File: src/rtl/pixie_dma_front_end_v2.sv
// Parametrised Pixie DMA/timing front end: line/frame timing, DMA request,
// frame interrupt, EF flag and frame-buffer write port. Define DMA_ERR_EN for sticky DMA error flags.
module pixie_dma_front_end_v2 #(
  parameter int BYTES_PER_LINE  = 14,
  parameter int LINES_PER_FRAME = 262,
  parameter int ACTIVE_START    = 80,
  parameter int ACTIVE_LINES    = 128,
  parameter int DMA_START       = 1,
  parameter int DMA_BYTES       = 8,
  parameter int INT_LEAD        = 2,
  parameter int EFX_LEAD        = 4,
  parameter int ADDR_W          = 10
) (
  input  logic              clk,
  input  logic              reset_n,
  input  logic              clk_enable,
  input  logic [1:0]        sc,
  input  logic              disp_on,
  input  logic              disp_off,
  input  logic [1:0]        res_mode,
  input  logic [7:0]        data,
  input  logic              err_clr,
  output logic              dmao,
  output logic              int_pixie,
  output logic              efx,
  output logic [ADDR_W-1:0] mem_addr,
  output logic [7:0]        mem_data,
  output logic              mem_wr_en,
  output logic              err_short,
  output logic              err_extra
);

  localparam int ACTIVE_END = ACTIVE_START + ACTIVE_LINES;
  localparam int HW = (BYTES_PER_LINE > 2) ? $clog2(BYTES_PER_LINE) : 1;
  localparam int VW = (LINES_PER_FRAME > 8) ? $clog2(LINES_PER_FRAME) : 3;
  localparam int BW = $clog2(DMA_BYTES + 1);

  localparam logic [HW-1:0] H_LAST = HW'(BYTES_PER_LINE - 1);
  localparam logic [HW:0]   H_DMA0 = (HW+1)'(DMA_START);
  localparam logic [HW:0]   H_DMA1 = (HW+1)'(DMA_START + DMA_BYTES);
  localparam logic [VW-1:0] V_LAST = VW'(LINES_PER_FRAME - 1);
  localparam logic [VW:0]   V_ACT0 = (VW+1)'(ACTIVE_START);
  localparam logic [VW:0]   V_ACT1 = (VW+1)'(ACTIVE_END);
  localparam logic [VW:0]   V_INT0 = (VW+1)'(ACTIVE_START - INT_LEAD);
  localparam logic [VW:0]   V_EFA0 = (VW+1)'(ACTIVE_START - EFX_LEAD);
  localparam logic [VW:0]   V_EFB0 = (VW+1)'(ACTIVE_END - EFX_LEAD);
  localparam logic [BW-1:0] B_QUOTA = BW'(DMA_BYTES);

  logic              enabled_q, enabled_d;
  logic [HW-1:0]     h_q, h_d;
  logic [VW-1:0]     v_q, v_d;
  logic [ADDR_W-1:0] addr_q, addr_d;
  logic [BW-1:0]     bytes_q, bytes_d;
  logic [1:0]        mode_q, mode_d;
  logic              int_q, int_d;
  logic              efx_q, efx_d;
  logic              fetch_q, fetch_d;

  logic              h_wrap, v_wrap;
  logic [VW-1:0]     v_nxt;
  logic [VW:0]       vx;
  logic [2:0]        rel3, rep_mask;
  logic              nxt_active, nxt_fetch, nxt_int, nxt_efx;
  logic              dma_window, dma_cyc, accept;
  logic [BW-1:0]     bytes_inc;

  always_comb begin
    h_wrap = (h_q == H_LAST);
    v_wrap = (v_q == V_LAST);
    v_nxt  = v_wrap ? '0 : v_q + VW'(1);
    vx     = {1'b0, v_nxt};
    rel3   = 3'(vx - V_ACT0);
    case (mode_q)
      2'b00:   rep_mask = 3'b000;
      2'b01:   rep_mask = 3'b001;
      2'b10:   rep_mask = 3'b011;
      default: rep_mask = 3'b111;
    endcase
    // Flags describe the line being entered at the h wrap, not the current one.
    nxt_active = enabled_q && (vx >= V_ACT0) && (vx < V_ACT1);
    nxt_fetch  = nxt_active && ((rel3 & rep_mask) == 3'b000);
    nxt_int    = enabled_q && (vx >= V_INT0) && (vx < V_ACT0);
    nxt_efx    = ((vx >= V_EFA0) && (vx < V_ACT0)) || ((vx >= V_EFB0) && (vx < V_ACT1));

    dma_window = ({1'b0, h_q} >= H_DMA0) && ({1'b0, h_q} < H_DMA1);
    dma_cyc    = clk_enable && enabled_q && (sc == 2'b10);
    accept     = dma_cyc && fetch_q && (bytes_q < B_QUOTA);
    bytes_inc  = bytes_q + BW'(accept);
  end

  always_comb begin
    enabled_d = enabled_q;
    h_d       = h_q;
    v_d       = v_q;
    addr_d    = addr_q;
    bytes_d   = bytes_q;
    mode_d    = mode_q;
    int_d     = int_q;
    efx_d     = efx_q;
    fetch_d   = fetch_q;
    if (clk_enable) begin
      if (disp_on)       enabled_d = 1'b1;
      else if (disp_off) enabled_d = 1'b0;
      h_d     = h_wrap ? '0 : h_q + HW'(1);
      addr_d  = addr_q + ADDR_W'(accept);
      bytes_d = bytes_inc;
      if (h_wrap) begin
        v_d     = v_nxt;
        bytes_d = '0;
        int_d   = nxt_int;
        efx_d   = nxt_efx;
        fetch_d = nxt_fetch;
        if (v_wrap) begin
          mode_d = res_mode;
          addr_d = '0;
        end
      end
    end
  end

  always_ff @(posedge clk or negedge reset_n) begin
    if (!reset_n) begin
      enabled_q <= 1'b0;
      h_q       <= '0;
      v_q       <= '0;
      addr_q    <= '0;
      bytes_q   <= '0;
      mode_q    <= 2'b00;
      int_q     <= 1'b0;
      efx_q     <= 1'b0;
      fetch_q   <= 1'b0;
    end else begin
      enabled_q <= enabled_d;
      h_q       <= h_d;
      v_q       <= v_d;
      addr_q    <= addr_d;
      bytes_q   <= bytes_d;
      mode_q    <= mode_d;
      int_q     <= int_d;
      efx_q     <= efx_d;
      fetch_q   <= fetch_d;
    end
  end

  assign dmao      = enabled_q && fetch_q && dma_window;
  assign int_pixie = int_q;
  assign efx       = efx_q;
  assign mem_wr_en = accept;
  assign mem_addr  = addr_q;
  assign mem_data  = data;

`ifdef DMA_ERR_EN
  logic err_short_q, err_short_d;
  logic err_extra_q, err_extra_d;
  logic short_evt, extra_evt;

  // Set events take priority over a simultaneous clear.
  always_comb begin
    short_evt   = clk_enable && h_wrap && fetch_q && (bytes_inc < B_QUOTA);
    extra_evt   = dma_cyc && !accept;
    err_short_d = err_short_q;
    err_extra_d = err_extra_q;
    if (clk_enable && err_clr) begin
      err_short_d = 1'b0;
      err_extra_d = 1'b0;
    end
    if (short_evt) err_short_d = 1'b1;
    if (extra_evt) err_extra_d = 1'b1;
  end

  always_ff @(posedge clk or negedge reset_n) begin
    if (!reset_n) begin
      err_short_q <= 1'b0;
      err_extra_q <= 1'b0;
    end else begin
      err_short_q <= err_short_d;
      err_extra_q <= err_extra_d;
    end
  end

  assign err_short = err_short_q;
  assign err_extra = err_extra_q;
`else
  logic unused_err_clr;
  assign unused_err_clr = err_clr;
  assign err_short      = 1'b0;
  assign err_extra      = 1'b0;
`endif

endmodule

File: config.mk
export PLATFORM = sky130hd
export DESIGN_NAME = pixie_dma_front_end_v2
export DESIGN_NICKNAME = d
export VERILOG_FILES = /design/src/rtl/pixie_dma_front_end_v2.sv
export SDC_FILE = /design/constraint.sdc
export NUM_CORES = 1
export LEC_CHECK = 0
export ABC_AREA = 1
export BUFFER_PORTS_ARGS = -buffer_cell sky130_fd_sc_hd__buf_2
export CAP_MARGIN = 20
export CORE_MARGIN = 1
export CORE_UTILIZATION = 31
export DETAILED_ROUTE_END_ITERATION = 6
export GPL_ROUTABILITY_DRIVEN = 0
export PLACE_DENSITY_LB_ADDON = 0.25
export REMOVE_ABC_BUFFERS = 1
export SLEW_MARGIN = 20
export SYNTH_ARGS = -nofsm -noshare
export SYNTH_HDL_FRONTEND = slang
export SYNTH_SLANG_ARGS = --single-unit
File: constraint.sdc
create_clock -name clk -period 2.3 [get_ports clk]
set_input_delay 0.23 -clock clk [delete_from_list [all_inputs] [get_ports clk]]
set_output_delay 0.23 -clock clk [all_outputs]
set_load 0.01 [all_outputs]
==> results of run 1 <==
## layout by cell type, fill, tap and decap left out, types with 2 or more instances in the layout
cell,instances
nand2_4,2
clkbuf_8,5
clkinv_2,3
buf_4,2
nor4_1,2
dfrtp_1,33
conb_1,2
mux2_4,2
ha_1,6
nand2_1,58
inv_1,25
nor3_1,4
xor2_1,6
nor2_1,24
nand3_1,19
inv_2,4
nand4_1,6
o21ai_1,2
a21oi_1,4
nor2_2,3
buf_2,22
o21ai_0,19
## routing by layer
layer	wire length, microns	up-vias	share of wire	GRT usage
met5	0	-	0	0
met4	42	0	0.010	0.0446
met3	222	4	0.054	0.0556
met2	1840	46	0.45	0.213
met1	2020	701	0.49	0.173
li1	-	820	-	-
## kinds of logic (layout without fill, tap and decap cells)
family          after synthesis  after routing
mux                           2              2
fa+ha+maj                     6              6
compound gates               31             31
simple gates                124            124
xor+xnor                      6              6
other cells                   1              2
flops                        33             33
buf+inv                      45             63
## sequential cells by signal, summed over array words and instances (netlist names)
register and cells:
mem_addr 10, v_q 9, bytes_q 4, h_q 4, mode_q 2, efx 1
enabled_q 1, fetch_q 1, int_pixie 1
## worst min path at each step
stage | from | end
6_report | reset_n | v_q[6]$_DFFE_PN0P_
5_1_grt | reset_n | v_q[6]$_DFFE_PN0P_
4_1_cts | reset_n | v_q[6]$_DFFE_PN0P_
3_5_place_dp | reset_n | v_q[5]$_DFFE_PN0P_
3_3_place_gp | reset_n | v_q[5]$_DFFE_PN0P_
2_1_floorplan | reset_n | bytes_q[0]$_DFFE_PN0P_
## power by group
group	leakage, nW	internal, mW	switching [mW]
sequential	0.411	0.718	0.147
clock	0.0439	0.209	0.228
combinational	0.670	0.214	0.407
total	1.12	1.14	0.781
## final cells by class
type,instances,area share
sequential,33,0.380
timing repair buffer,24,0.0576
inverter,31,0.0541
clock buffer,5,0.0317
multi-input combinational,171,0.425
clock inverter,3,0.00806
tap,75,0.0432
## stage by stage
step / hold slack [ns] / power, mW
after global placement: 0.367 / 1.49
after global routing: 0.0725 / 2.07
after detailed placement: 0.358 / 1.50
after CTS: 0.0453 / 1.94
final: 0.0113 / 1.92
after floorplan: -0.0656 / 1.31
## synthesized netlist by cell type, types with 3 or more instances
cell type / instances / share of area
a21oi_1: 4 / 0.010
buf_4: 11 / 0.042
dfrtp_1: 33 / 0.42
ha_1: 6 / 0.038
inv_1: 25 / 0.048
inv_2: 4 / 0.0077
nand2_1: 58 / 0.11
nand3_1: 19 / 0.048
nand4_1: 6 / 0.019
nor2_1: 24 / 0.046
nor2_2: 3 / 0.0096
nor3_1: 4 / 0.010
o21ai_0: 19 / 0.048
xor2_1: 6 / 0.027
==> impl_metrics.toml, run 1 <==
[run_status]
status = "finished, final reports clean"

[worst_setup_path]
path_buf_inv = 1
cpMostUsedCell = "nand3_1"
crit_path_start = "bytes_q[3]$_DFFE_PN0P_"
rrSetupSlack_ns = 0.30
r2r_start = "bytes_q[3]$_DFFE_PN0P_"
cp-endpoint = "mem_addr[8]$_DFFE_PN0P_"
cp_cell_sequence = "inv_1 -> nand3_1 -> nor3_1 -> ha_1 -> ha_1 -> nand3_1 -> nor2_1 -> nand3_1 -> nor2_1 -> nand2_1 -> o21ai_1 -> a21oi_1"
cp.depth = 12
cp-end-kind = "register"
crit_type = "register to register"
crit_family = "simple AND/OR/NAND/NOR gates"
cp_data_arrival_time_ns = 2.17
critPathRequiredTime_ns = 2.47
cpPeakStageDelay_ns = 0.36
critPathMaxFanout = 3
startpoint_type = "register"
cpMaxStageDelayCell = "dfrtp_1"
reg2reg_to = "mem_addr[8]$_DFFE_PN0P_"
rr_worst_depth = 12

[clocking]
clockBufferDepth = 2
htree_levels = 2
post-cts-setup-buffers = 0
cts.root.buffer_cell = "clkbuf_8"
ctsResizeCount = 0
cts_buffers = 5
cts_tree = "done"
postCtsHoldBufs = 0
path_clk_slew_ns = 0.07
clock_latency_ns = 0.29
cts_num_sinks = 33

[finish]
area_growth_syn_to_layout_pct = 10.8
instances_no_fill = 342
seqCellArea_sq_um = 826
fillerInstances = 650
drive_above_1_share = 0.191
multi_input_area_sq_um = 925
final_area_sq_mm = 0.00217
diodes = 0
nNetsFinal = 290
final_util = 0.361

[synth]
yosysSeqAreaShare = 0.421
synth-seq-cells = 33
yosys_warnings = 0
synth_area_sq_mm = 0.00196
synth_cells = 248
syn_area_per_cell_sq_um = 7.91
synth_top_flop_cell = "dfrtp_1"
yosysUniqueCellTypes = 35
synthXorXnorAreaFrac = 0.0268
synth_edf_count = 0
synth_adder_area_share = 0.0383
muxShareOfSynthArea = 0.0153
async_flop_share = 1.00
synth-simple-area-share = 0.298
synth_top_family_by_area = "simple AND/OR/NAND/NOR gates"
synth_compound_area_frac = 0.0893

[power]
peakVddDrop_mv = 0.377
power.leakage_nw = 1.12
powerDensity_mw_per_mm2 = 884

[floorplan]
die_h_microns = 81.5
num_io_pins = 42
dieWidth_microns = 81.5
coreArea_sq_mm = 0.00603
die_area_sq_mm = 0.00665
initial_core_util = 0.325
rows = 28

[timing]
period_minus_slack_ns = 2.00
setup_ws_ns = 0.300
worst_pin_slew_ns = 0.766
rsz0062_at_grt = "no"
hold_violations = 0
fmax_ghz = 0.500
tns_ns = 0
finalSetupViolations = 0
finalCritPeriodShare = 0.870
slew_headroom = 0.490
finClkSkew_ns = 0.00301
drv_slew = 0

[routing]
drtIter0Drc = 86
drc = 0
wire_per_inst_microns = 12.0
drtPass1Iterations = 7
routed_wl_mm = 4.12
route.antenna.remaining_nets = 0
via_per_inst = 4.59
num_vias = 1571

[global_routing]
grt-ovfl-total = 0
grt_usage = 0.137
grt_pass1_vias = 1459
grt_pass1_wl_mm = 6.89
grt_max_degree = 34
antenna_found_initial = 0

[placement]
placed_cell_area_sq_mm = 0.00209
place_hpwl_mm = 2.99
io_buffers = 22
post-place-cells = 334
preCtsSetupSlack_ns = 0.173

[run]
cap_violations = 0

[worst_hold_path]
hold_class = "input port to asynchronous set/reset pin"
No activity file was read; power rests on OpenSTA's default activity.
==> inputs of run 2 (changes only) <==
CORE_ASPECT_RATIO = 0.9   (was not set)
==> impl_metrics.toml, run 2 (synthesis gave the netlist of run 1 again) <==
[global_routing]
grt_pass1_vias = 1553
antenna_found_initial = 0
grt-ovfl-total = 0
grt_usage = 0.136
grt_pass1_wl_mm = 7.13
grt_max_degree = 34

[routing]
routed_wl_mm = 4.00
route.antenna.remaining_nets = 0
drc = 0
wire_per_inst_microns = 11.3
drtIter0Drc = 75
drtPass1Iterations = 4
via_per_inst = 4.39
num_vias = 1553

[clocking]
cts.root.buffer_cell = "clkbuf_8"
cts_num_sinks = 33
post-cts-setup-buffers = 0
clock_latency_ns = 0.28
postCtsHoldBufs = 0
htree_levels = 2
ctsResizeCount = 0
clockBufferDepth = 2
cts_buffers = 5
cts_tree = "done"
path_clk_slew_ns = 0.07

[floorplan]
num_io_pins = 42
initial_core_util = 0.321
die_h_microns = 77.4
dieWidth_microns = 85.8
rows = 27
die_area_sq_mm = 0.00665
coreArea_sq_mm = 0.00611

[power]
powerDensity_mw_per_mm2 = 873
p_int_mw = 1.14
swShare = 0.401
clockPowerShare = 0.223
power.leakage_nw = 1.13
power_switching_mw = 0.765
peakVddDrop_mv = 0.465
pwr-share-comb = 0.326
p_total_mw = 1.91
seqPwrFrac = 0.452

[finish]
instances_no_fill = 354
final_area_sq_mm = 0.00218
largest_register_ffs = 10
diodes = 0
drive_above_1_share = 0.187
layout_common_cells = "58 x nand2_1, 33 x dfrtp_1, 25 x inv_1"
layout_commonest_cell = "nand2_1"
nNetsFinal = 290
area_growth_syn_to_layout_pct = 11.4
final_util = 0.357

[worst_setup_path]
reg2reg_to = "mem_addr[8]$_DFFE_PN0P_"
cp_data_arrival_time_ns = 2.13
cp-end-kind = "register"
rrSetupSlack_ns = 0.34
critPathRequiredTime_ns = 2.48
crit_path_start = "bytes_q[3]$_DFFE_PN0P_"
crit_family = "simple AND/OR/NAND/NOR gates"
rr_worst_depth = 12
cpMostUsedCell = "nand3_1"
crit_type = "register to register"
path_buf_inv = 1
startpoint_type = "register"
cp_cell_sequence = "inv_1 -> nand3_1 -> nor3_1 -> ha_1 -> ha_1 -> nand3_1 -> nor2_1 -> nand3_1 -> nor2_1 -> nand2_1 -> o21ai_1 -> a21oi_1"
critPathMaxFanout = 3
cpPeakStageDelay_ns = 0.36
r2r_start = "bytes_q[3]$_DFFE_PN0P_"
cpMaxStageDelayCell = "dfrtp_1"

[timing]
period_minus_slack_ns = 1.96
finalCritPeriodShare = 0.851
worst_pin_slew_ns = 0.765
finClkSkew_ns = 0.00872
setup_ws_ns = 0.342
slew_headroom = 0.490
tns_ns = 0
whs_ns = 0.0159
finalSetupViolations = 0
drv_slew = 0
fmax_ghz = 0.511
hold_violations = 0
rsz0062_at_grt = "no"

[placement]
place_hpwl_mm = 2.92
post-place-cells = 346
io_buffers = 22
preCtsSetupSlack_ns = 0.259
placed_cell_area_sq_mm = 0.00210

[worst_hold_path]
hold_class = "input port to asynchronous set/reset pin"

[run]
cap_violations = 0

[run_status]
status = "finished, final reports clean"
run 2: cell type report:
type                       count  area (sq um)
clock buffer                   6          72.6
clock inverter                 2          10.0
fill                         645          3930
inverter                      31           118
multi-input combinational    171           925
sequential                    33           826
tap                           87           109
timing repair buffer          24           125
run 2: worst max-delay path by stage:
stage,depth (start not counted),to
detailed placement,14,mem_addr[8]$_DFFE_PN0P_
finish,12,mem_addr[8]$_DFFE_PN0P_
floorplan,12,mem_addr[8]$_DFFE_PN0P_
global route,12,mem_addr[8]$_DFFE_PN0P_
CTS,12,mem_addr[8]$_DFFE_PN0P_
global placement,14,mem_addr[8]$_DFFE_PN0P_
run 2: worst register-to-register path, stage by stage (launching register included):
cell and delay (ns):
dfrtp_1 0.36, inv_1 0.08, nand3_1 0.08, nor3_1 0.21
ha_1 0.22, ha_1 0.17, nand3_1 0.07, nor2_1 0.18
nand3_1 0.14, nor2_1 0.11, nand2_1 0.07, o21ai_1 0.12
a21oi_1 0.05
run 2: metal layers:
layer  vias to the layer above  GRT usage  wire length, microns
li1                        823          -                     -
met1                       688      0.184                  2020
met2                        36      0.203                  1730
met3                         6     0.0383                   182
met4                         0     0.0600                    70
met5                         -          0                     0
run 2: power by group through the flow:
stage / logic, mW / registers (mW) / clock network, mW
6_report: 0.622 / 0.861 / 0.424
2_1_floorplan: 0.462 / 0.849 / 0
4_1_cts: 0.631 / 0.863 / 0.444
3_3_place_gp: 0.623 / 0.872 / 0
3_5_place_dp: 0.628 / 0.871 / 0
5_1_grt: 0.733 / 0.894 / 0.462
